===== config.mk =====
export PLATFORM = sky130hd
export DESIGN_NAME = vip_rgb565_gray_convert
export DESIGN_NICKNAME = d
export VERILOG_FILES = /design/src/rtl/vip_pkg.sv /design/src/rtl/vip_sync_delay.sv /design/src/rtl/vip_rgb565_gray_convert.sv
export SDC_FILE = /design/constraint.sdc
export NUM_CORES = 1
export LEC_CHECK = 0
export ABC_AREA = 1
export BUFFER_PORTS_ARGS = -buffer_cell sky130_fd_sc_hd__clkbuf_2
export CAP_MARGIN = 30
export CORE_MARGIN = 5
export CORE_UTILIZATION = 42
export DETAILED_ROUTE_END_ITERATION = 6
export PLACE_DENSITY = 0.58
export SLEW_MARGIN = 0
export SYNTH_ARGS = -nofsm -noshare
export SYNTH_HDL_FRONTEND = slang
export SYNTH_SLANG_ARGS = --single-unit

===== constraint.sdc =====
create_clock -name clk -period 3.9 [get_ports clk]
set_input_delay 0.195 -clock clk [delete_from_list [all_inputs] [get_ports clk]]
set_output_delay 0.195 -clock clk [all_outputs]
set_load 0.01 [all_outputs]

===== src/rtl/vip_pkg.sv =====
// vip_pkg: shared constants for the video pre-processing chain.
package vip_pkg;
    localparam int DEF_IMG_W  = 640;
    localparam int DEF_IMG_H  = 480;
    localparam int COEF_R     = 77;
    localparam int COEF_G     = 150;
    localparam int COEF_B     = 29;
    localparam int COEF_SHIFT = 8;
    localparam int R_MSB      = 15;
    localparam int R_LSB      = 11;
    localparam int G_MSB      = 10;
    localparam int G_LSB      = 5;
    localparam int B_MSB      = 4;
    localparam int B_LSB      = 0;
endpackage


===== src/rtl/vip_sync_delay.sv =====
// vip_sync_delay: fixed-depth shift register for a bundle of frame sync strobes.
module vip_sync_delay #(
    parameter int DEPTH = 3,
    parameter int WIDTH = 3
) (
    input  logic             clk,
    input  logic             rst,
    input  logic [WIDTH-1:0] din,
    output logic [WIDTH-1:0] dout
);
    logic [DEPTH*WIDTH-1:0] sr_q, sr_d;
    always_comb begin
        sr_d = (sr_q << WIDTH) | (DEPTH*WIDTH)'(din);
        dout = sr_q[DEPTH*WIDTH-1 -: WIDTH];
    end
    always_ff @(posedge clk) begin
        if (rst) sr_q <= '0;
        else     sr_q <= sr_d;
    end
endmodule


===== src/rtl/vip_rgb565_gray_convert.sv =====
// vip_rgb565_gray_convert: RGB565 to 8-bit luma with aligned pixel coordinates
// and line/frame geometry checking, fixed 3-cycle latency.
module vip_rgb565_gray_convert
    import vip_pkg::*;
#(
    parameter int IMG_W = DEF_IMG_W,
    parameter int IMG_H = DEF_IMG_H,
    parameter int XW    = $clog2(IMG_W),
    parameter int YW    = $clog2(IMG_H)
) (
    input  logic          clk,
    input  logic          rst,
    input  logic          pre_frame_vsync,
    input  logic          pre_frame_href,
    input  logic          pre_frame_clken,
    input  logic [15:0]   pre_img_rgb565,
    output logic          post_frame_vsync,
    output logic          post_frame_href,
    output logic          post_frame_clken,
    output logic [7:0]    post_img_Y,
    output logic [XW-1:0] post_x,
    output logic [YW-1:0] post_y,
    output logic          frame_done,
    output logic          line_err
);
    localparam logic [XW:0]   W_LEN = (XW+1)'(IMG_W);
    localparam logic [XW:0]   W_SAT = (XW+1)'(IMG_W + 1);
    localparam logic [XW-1:0] X_MAX = XW'(IMG_W - 1);
    localparam logic [YW:0]   H_LEN = (YW+1)'(IMG_H);
    localparam logic [YW:0]   H_SAT = (YW+1)'(IMG_H + 1);
    localparam logic [YW-1:0] Y_MAX = YW'(IMG_H - 1);

    logic [7:0]         r8, g8, b8;
    logic [15:0]        pr_q, pr_d, pg_q, pg_d, pb_q, pb_d, sum_q, sum_d;
    logic [7:0]         luma_q, luma_d;
    logic [2:0][XW-1:0] px_q, px_d;
    logic [2:0][YW-1:0] py_q, py_d;
    logic [XW:0]        pix_cnt_q, pix_cnt_d;
    logic [YW:0]        line_cnt_q, line_cnt_d, line_tot;
    logic               vs_prev_q, vs_prev_d, hs_prev_q, hs_prev_d, armed_q, armed_d;
    logic               line_err_q, line_err_d, av_prev_q, av_prev_d, frame_done_q, frame_done_d;
    logic               vs_rise, vs_fall, hs_fall, av, av_post;
    logic [XW-1:0]      x_cur;
    logic [YW-1:0]      y_cur;

    // av marks vsync of frames that began after arming; it rides the sync
    // pipeline so frame_done ignores frames already running at reset release.
    vip_sync_delay #(.DEPTH(3), .WIDTH(4)) u_sync (
        .clk  (clk),
        .rst  (rst),
        .din  ({av, pre_frame_vsync, pre_frame_href, pre_frame_clken}),
        .dout ({av_post, post_frame_vsync, post_frame_href, post_frame_clken})
    );

    always_comb begin
        r8 = {pre_img_rgb565[R_MSB:R_LSB], pre_img_rgb565[R_MSB -: 3]};
        g8 = {pre_img_rgb565[G_MSB:G_LSB], pre_img_rgb565[G_MSB -: 2]};
        b8 = {pre_img_rgb565[B_MSB:B_LSB], pre_img_rgb565[B_MSB -: 3]};
        pr_d = 16'(COEF_R * r8);
        pg_d = 16'(COEF_G * g8);
        pb_d = 16'(COEF_B * b8);
        sum_d = pr_q + pg_q + pb_q;
        luma_d = 8'(sum_q >> COEF_SHIFT);
        vs_rise = pre_frame_vsync & ~vs_prev_q;
        vs_fall = armed_q & vs_prev_q & ~pre_frame_vsync;
        hs_fall = armed_q & vs_prev_q & hs_prev_q & ~pre_frame_href;
        av = pre_frame_vsync & (armed_q | vs_rise);
        armed_d = armed_q | vs_rise;
        vs_prev_d = pre_frame_vsync;
        hs_prev_d = pre_frame_href;
        pix_cnt_d = !pre_frame_href ? '0 :
                    (pre_frame_clken && av && pix_cnt_q != W_SAT) ? pix_cnt_q + 1'b1 : pix_cnt_q;
        line_cnt_d = vs_rise ? '0 : (hs_fall && line_cnt_q != H_SAT) ? line_cnt_q + 1'b1 : line_cnt_q;
        // a line ending together with vsync still counts toward the frame total
        line_tot = line_cnt_q + {{YW{1'b0}}, hs_fall};
        line_err_d = line_err_q | (hs_fall && pix_cnt_q != W_LEN) | (vs_fall && line_tot != H_LEN);
        x_cur = pix_cnt_q >= W_LEN ? X_MAX : pix_cnt_q[XW-1:0];
        y_cur = vs_rise ? '0 : line_cnt_q >= H_LEN ? Y_MAX : line_cnt_q[YW-1:0];
        px_d = {px_q[1:0], x_cur};
        py_d = {py_q[1:0], y_cur};
        av_prev_d = av_post;
        frame_done_d = av_prev_q & ~av_post;
        post_img_Y = post_frame_href ? luma_q : 8'd0;
        post_x = px_q[2];
        post_y = py_q[2];
        frame_done = frame_done_q;
        line_err = line_err_q;
    end

    always_ff @(posedge clk) begin
        if (rst) begin
            pr_q         <= '0;
            pg_q         <= '0;
            pb_q         <= '0;
            sum_q        <= '0;
            luma_q       <= '0;
            px_q         <= '0;
            py_q         <= '0;
            pix_cnt_q    <= '0;
            line_cnt_q   <= '0;
            vs_prev_q    <= 1'b1; // no rising edge can be seen while vsync is already high at release
            hs_prev_q    <= 1'b0;
            armed_q      <= 1'b0;
            line_err_q   <= 1'b0;
            av_prev_q    <= 1'b0;
            frame_done_q <= 1'b0;
        end else begin
            pr_q         <= pr_d;
            pg_q         <= pg_d;
            pb_q         <= pb_d;
            sum_q        <= sum_d;
            luma_q       <= luma_d;
            px_q         <= px_d;
            py_q         <= py_d;
            pix_cnt_q    <= pix_cnt_d;
            line_cnt_q   <= line_cnt_d;
            vs_prev_q    <= vs_prev_d;
            hs_prev_q    <= hs_prev_d;
            armed_q      <= armed_d;
            line_err_q   <= line_err_d;
            av_prev_q    <= av_prev_d;
            frame_done_q <= frame_done_d;
        end
    end
endmodule

==> run metrics, run 1 <==
number of I/O pins 53; switching share of power 0.370; DRC 0; worst r2r src pg_q[3]; Total Routing Usage GR 0.146; Post-synth ARST share 0; Rows 53; CTS Root Cell clkbuf_16; clock sinks 154; unrepaired setup endpoints after global routing false; Post-synth EDFFs 0; 1st-iter DRT viols 302; Final min period 2.89 ns; syn_nets 1315; worst reg2reg setup slack 1.62 ns; CP Class in2reg; cells after synthesis 1138; actual slew at the worst max-slew pin 0.764 ns; crit path capture type flip-flop; routed length per instance 11.2 um; drt total wl 16.6 mm; first-pass GRT wire length 29.4 mm; Flop pwr share 0.347; R2R cell count 12; Startpoint Class input pin; share of the synthesized area in the top cell type 0.347; Fmax 346 MHz; Synth area leaders dfxtp_1 35%, ha_1 17%, inv_1 9.7%, fa_1 8.3%, nand2_1 8.0%; clk_lat worst skew about 0.42 ns; Die X-Extent 155 um; clock-pin slew on the worst setup and hold paths 0.06 ns; routed vias 6714; Placed Area roughly 9400 um^2; Critical Path AT roughly 3.2 ns; largest net degree at the start of global routing 72; Post-CTS Resized 0; Starting Density 0.424; top-count cell post-synth inv_1; combinational share of power 0.356; core box area 21000 um^2; PortBufs 52; fin. max-slew vios 0; worst hold path depth 3; Internal Pwr Total about 0.0033 W; Syn Area/Cell a little under 8 um^2; Worst Path Required 4.21 ns; Psw 0.00194 W; final setup vio count 0; Worst Hold Class in2reg; Via-to-Cell Ratio between 4 and 5; vias in the first global route 6479; Final Cycle Share 0.741; Final Hold Fails 0; worst vdd ir 258 uV; die area 24200 um^2; hold path endpoint vs_prev_q; antenna-violating nets left 0; unique cell type count in the Yosys netlist 34; HPWL after detailed placement 13.1 mm; design area 9990 um^2; Hold Crit Start pre_frame_vsync; gr ovfl total 0; Synth Register Bits between 150 and 200; Setup Skew 0.00984 ns; commonest cells in the netlist 230 x inv_1, 190 x nand2_1, 154 x dfxtp_1, 148 x nor2_1, 119 x ha_1; CTS buffer count 17; GPL Wtd Cong between 0.8 and 0.9; post-synth top area cell dfxtp_1; layout cell share with drive strength beyond 1 0.0763; LEAKAGE 4.94 nW; CTS Buffer Depth 2; # diodes 0; Setup Buffers After CTS 0; antenna violations before repair 0; Seq/Total Area, Yosys 0.347; final-stage net count 1370; peak fanout along the critical path 7; r2r endpoint sum_q[12]; Rel. slew slack 0.490; DR pass1 iterations 5; Syn Std Cell Area ~8900 um^2; Max H-tree Level 4; Area Growth Syn to Fin 12.4%; hold buffer count at cts 1; clock power share 0.297; TNS Setup 0 ns; Die Span Y 155 um; most common flop cell mapped by yosys dfxtp_1; max cap viols 0; pwr dens ~520 nW/um^2; CTS tree built; status finished, final reports clean; Ys Warns 0
==> worst max-delay path by stage <==
stage | from | endpoint | cells past startpoint
global placement | pre_img_rgb565[9] | pg_q[15] | 15
CTS | pre_img_rgb565[9] | pg_q[15] | 15
floorplan | pre_img_rgb565[7] | pg_q[15] | 14
detailed placement | pre_img_rgb565[9] | pg_q[15] | 15
global route | pre_img_rgb565[13] | pr_q[8] | 13
finish | pre_img_rgb565[9] | pg_q[15] | 15
==> placed cells by master, fill, tap and decap left out, types with 2 or more instances in the layout <==
cell type / instances
nor2_1: 148
clkbuf_16: 17
clkinvlp_4: 2
dfxtp_1: 154
a21o_1: 4
nand2_1: 190
a21oi_1: 95
nand4_1: 4
ha_1: 119
inv_8: 4
buf_4: 2
o21ai_0: 42
fa_1: 37
nand3_1: 39
o21bai_1: 7
clkinv_4: 2
xnor2_1: 2
xor2_1: 13
nor3_1: 13
o21a_1: 3
inv_6: 5
nand3b_1: 3
clkbuf_2: 51
o2111ai_1: 2
o211ai_1: 2
inv_1: 230
nor3_2: 3
==> worst max-delay path, stage by stage <==
cell and delay (ns):
clkbuf_2 0.15, ha_1 0.30, ha_1 0.28, inv_1 0.05, fa_1 0.49, fa_1 0.51, inv_1 0.04, ha_1 0.33
a21oi_1 0.19, a21boi_0 0.32, o21bai_1 0.15, nand2_1 0.07, nand2_1 0.04, nand2_1 0.05, inv_1 0.04
==> through the flow <==
stage	hold WS, ns	instances	total power (W)	utilization	worst slack, ns
after global routing	0.0659	1481	0.00572	0.477	0.749
after global placement	0.389	1448	0.00370	0.449	0.599
after floorplan	0.291	1138	0.00329	-	0.934
after detailed placement	0.392	1448	0.00371	0.449	0.574
after CTS	0.0410	1481	0.00530	0.477	1.01
final	0.0592	1481	0.00524	0.477	1.01
==> power groups by stage <==
stage / Combinational (W) / Clock [W] / Sequential [W]
finish: 0.00186 / 0.00155 / 0.00182
floorplan: 0.00146 / 0 / 0.00183
global placement: 0.00185 / 0 / 0.00186
global route: 0.00221 / 0.00168 / 0.00183
detailed placement: 0.00186 / 0 / 0.00185
CTS: 0.00188 / 0.00161 / 0.00182
==> flip-flops by register name, summed over array words and instances, names as in the netlist <==
name,flops
px_d,20
py_d,18
pg_q,15
pr_q,15
pb_q,13
u_sync.sr_q,12
pix_cnt_q,11
line_cnt_q,10
post_x,10
post_y,9
luma_q,8
sum_q,8
armed_q,1
av_prev_q,1
frame_done,1
line_err,1
vs_prev_q,1
==> layout make-up <==
cell class	instances	area [um^2]
Clock inverter	14	126
Tap cell	275	344
Inverter	232	871
Clock buffer	18	439
Timing Repair Buffer	55	285
Multi-Input combinational cell	733	4840
Fill cell	2103	11000
Sequential cell	154	3080
==> routing by layer <==
metal,vias up,routed length (um),global-route usage
met5,-,0,0
met4,0,250,0.0475
met3,18,493,0.0250
met2,88,7260,0.232
met1,2945,8580,0.202
li1,3663,-,-
==> logic make-up (layout without fill, tap and decap cells) <==
group	count (synthesis)	after routing	share of synthesized area
AO/OA/AOI/OAI	159	159	0.0961
XOR/XNOR	15	15	0.0148
adder cells (fa/ha/maj)	156	156	0.251
buffers and inverters	251	319	0.108
flip-flops	154	154	0.347
AND/OR/NAND/NOR	403	403	0.183
Power figures use the tool's default switching activity.
==> run 2: changes to the inputs <==
Settings changed: ABC_AREA 1 to 0, PLACE_DENSITY 0.58 to 0.6.
Clock period 3.9 ns to 2.35 ns, I/O delays scaled along.
==> run metrics, run 2 <==
failing checks setup timing; CTS Buffer Depth 2; clock-pin slew on the worst setup and hold paths around 0.06 ns; number of I/O pins 53; most common cell after layout, fill and taps aside dfxtp_1; fin. max-slew vios 0; antenna violations before repair 0; Seq/Total Area, Yosys 0.360; pwr dens 938 nW/um^2; Die X-Extent around 150 um; Largest delay share family, worst path adder cells; worst reg2reg setup slack -0.07 ns; WHS ~0.11 ns; peak fanout along the critical path 4; CTS Root Cell clkbuf_16; worst vdd ir 554 uV; unique cell type count in the Yosys netlist 55; unrepaired setup endpoints after global routing true; Rows 52; cells after synthesis just over 900; DRC 0; 1st-iter DRT viols 259; GPL Wtd Cong 0.825; gr ovfl total 0; hold path endpoint pb_q[0]; vias in the first global route approximately 6.2k; CTS tree built; antenna-violating nets left 0; most common flop cell mapped by yosys dfxtp_1; setup ws final -0.290 ns; Critical Path AT 2.95 ns; crit-path max cell delay 0.50 ns; design area approximately 11000 um^2; share of the synthesized area in the top cell type 0.360; Final Cycle Share 1.12; Setup Skew 0.00662 ns; routed length per instance about 13 um; Ys Warns 0; Die Span Y approximately 150 um; layout cell share with drive strength beyond 1 0.292; clock sinks 154; routed vias 6369; max cap viols 0; worst hold path depth 4; # diodes 0; Final Hold Fails 0; Max H-tree Level 4; Synth area leaders dfxtp_1 36%, ha_1 17%, fa_1 8.6%, nor2b_1 5.4%, nor2_1 4.5%; final setup vio count 19; Syn Area/Cell 9.47 um^2; Final min period 2.64 ns; drt total wl 17.2 mm; Finished Layout Cells 1341; Post-synth EDFFs 0; Fmax 379 MHz; largest net degree at the start of global routing 86; post-synth top area cell dfxtp_1; CTS buffer count 17; Rel. slew slack 0.425; LEAKAGE 5.14 nW; dpl ws -0.816 ns; Placed Area 10200 um^2; TNS Setup -2.15 ns; most frequent cells in the layout 150 x dfxtp_1, 103 x nor2_1, 98 x buf_4; final-stage net count around 1.2k; CP Class in2reg; PortBufs 52; max reg flops 20; Worst path most repeated cell ha_4; Area Growth Syn to Fin 31.9%; placed cells 1299; crit path capture type flip-flop; Worst Hold Class in2reg; Post-synth ARST share 0; HPWL after detailed placement ~13 mm; top-count cell post-synth dfxtp_1; actual slew at the worst max-slew pin 0.862 ns; R2R cell count 9; Startpoint Class input pin; syn_nets 1082; slowest CP cell fa_1; die area 23400 um^2; critical path launch point pre_img_rgb565[12]; first-pass GRT wire length 29.7 mm; commonest cells in the netlist 154 x dfxtp_1, 119 x ha_1, 103 x nor2_1, 93 x inv_1, 74 x nor2b_1; Hold Crit Start pre_img_rgb565[2]; Total Routing Usage GR 0.152; worst r2r src pr_q[3]; r2r endpoint sum_q[11]; Buf+Inv Stages, Crit Path 3; Worst Path Required approximately 2.7 ns; core box area 20200 um^2; Syn Std Cell Area about 8600 um^2; Starting Density 0.425; Synth Register Bits 154; clk_lat worst skew ~0.43 ns; DR pass1 iterations 5; Via-to-Cell Ratio 4.75; status complete, but fails checks; crit path cell chain clkbuf_16 -> ha_4 -> ha_4 -> inv_2 -> fa_1 -> fa_1 -> inv_2 -> ha_4 -> and2_4 -> o21ai_4 -> nand3_2 -> a221oi_2 -> mux2_4
[run 2: cell count changes after synthesis, sizes merged, moves of 10 or more]
cell,change
xor2,+10
inv,-137
nor2,-46
nand2,-165
xnor2,+10
nand3,-19
nor2b,+75
o21ai,-19
a21oi,-61
[run 2: how the worst max path moves through the flow]
| stage | to | slack, ns | cells after the start |
|---|---|---|---|
| after global placement | pr_q[13] | -0.77 | 13 |
| after CTS | pr_q[13] | -0.28 | 13 |
| final | pr_q[13] | -0.29 | 13 |
| after floorplan | pr_q[13] | -0.55 | 12 |
| after global routing | pr_q[13] | -0.36 | 13 |
| after detailed placement | pr_q[13] | -0.82 | 13 |
[run 2: cells by family after synthesis]
kind of cell | count (synthesis) | synth area share
AOI/OAI and AO/OA | 116 | 0.0870
and+or+nand+nor | 315 | 0.194
DFF | 154 | 0.360
buffers and inverters | 120 | 0.0525
muxes | 9 | 0.0115
adders and majority gates | 156 | 0.260
xor gates and xnor gates | 35 | 0.0358
[run 2: area by class of cell]
type / count / area (um^2)
multi-input combinational: 631 / 5750
timing repair buffer: 160 / 1200
tap: 270 / 338
inverter: 94 / 365
sequential: 154 / 3090
clock inverter: 15 / 150
clock buffer: 17 / 425
fill: 1817 / 8860
[run 2: timing repair]
item	4_1_cts	5_1_grt
pin swaps	36	36
setup buffers	6	2
setup endpoints to repair	26	28
hold buffers	2	0
endpoints found under the hold margin	3	0
gates resized for setup	47	53
[run 2: metrics by stage]
| step | utilization | total power [W] |
|---|---|---|
| 2_1_floorplan | - | 0.00591 |
| 3_3_place_gp | 0.505 | 0.00722 |
| 3_5_place_dp | 0.505 | 0.00727 |
| 4_1_cts | 0.549 | 0.0102 |
| 5_1_grt | 0.561 | 0.0114 |
| 6_report | 0.561 | 0.0106 |
[run 2: routing by layer]
metal,track usage,vias to the layer above,part of all wire
met5,0,-,0
met4,0.0433,0,0.014
met3,0.0336,22,0.029
met2,0.238,70,0.45
met1,0.211,2941,0.50
li1,-,3336,-
[run 2: where the power goes]
part / leakage (nW) / switching (W) / internal (W) / total (W)
clock network: 0.281 / 0.00121 / 0.00142 / 0.00263
registers: 1.26 / 0.000125 / 0.00290 / 0.00303
logic: 3.60 / 0.00246 / 0.00249 / 0.00495
total: 5.14 / 0.00379 / 0.00681 / 0.0106
[run 2: worst min-delay path, cell delays in order]
cell and delay [ns]:
clkbuf_2 0.12, inv_2 0.08, buf_4 0.12, nor2_1 0.05
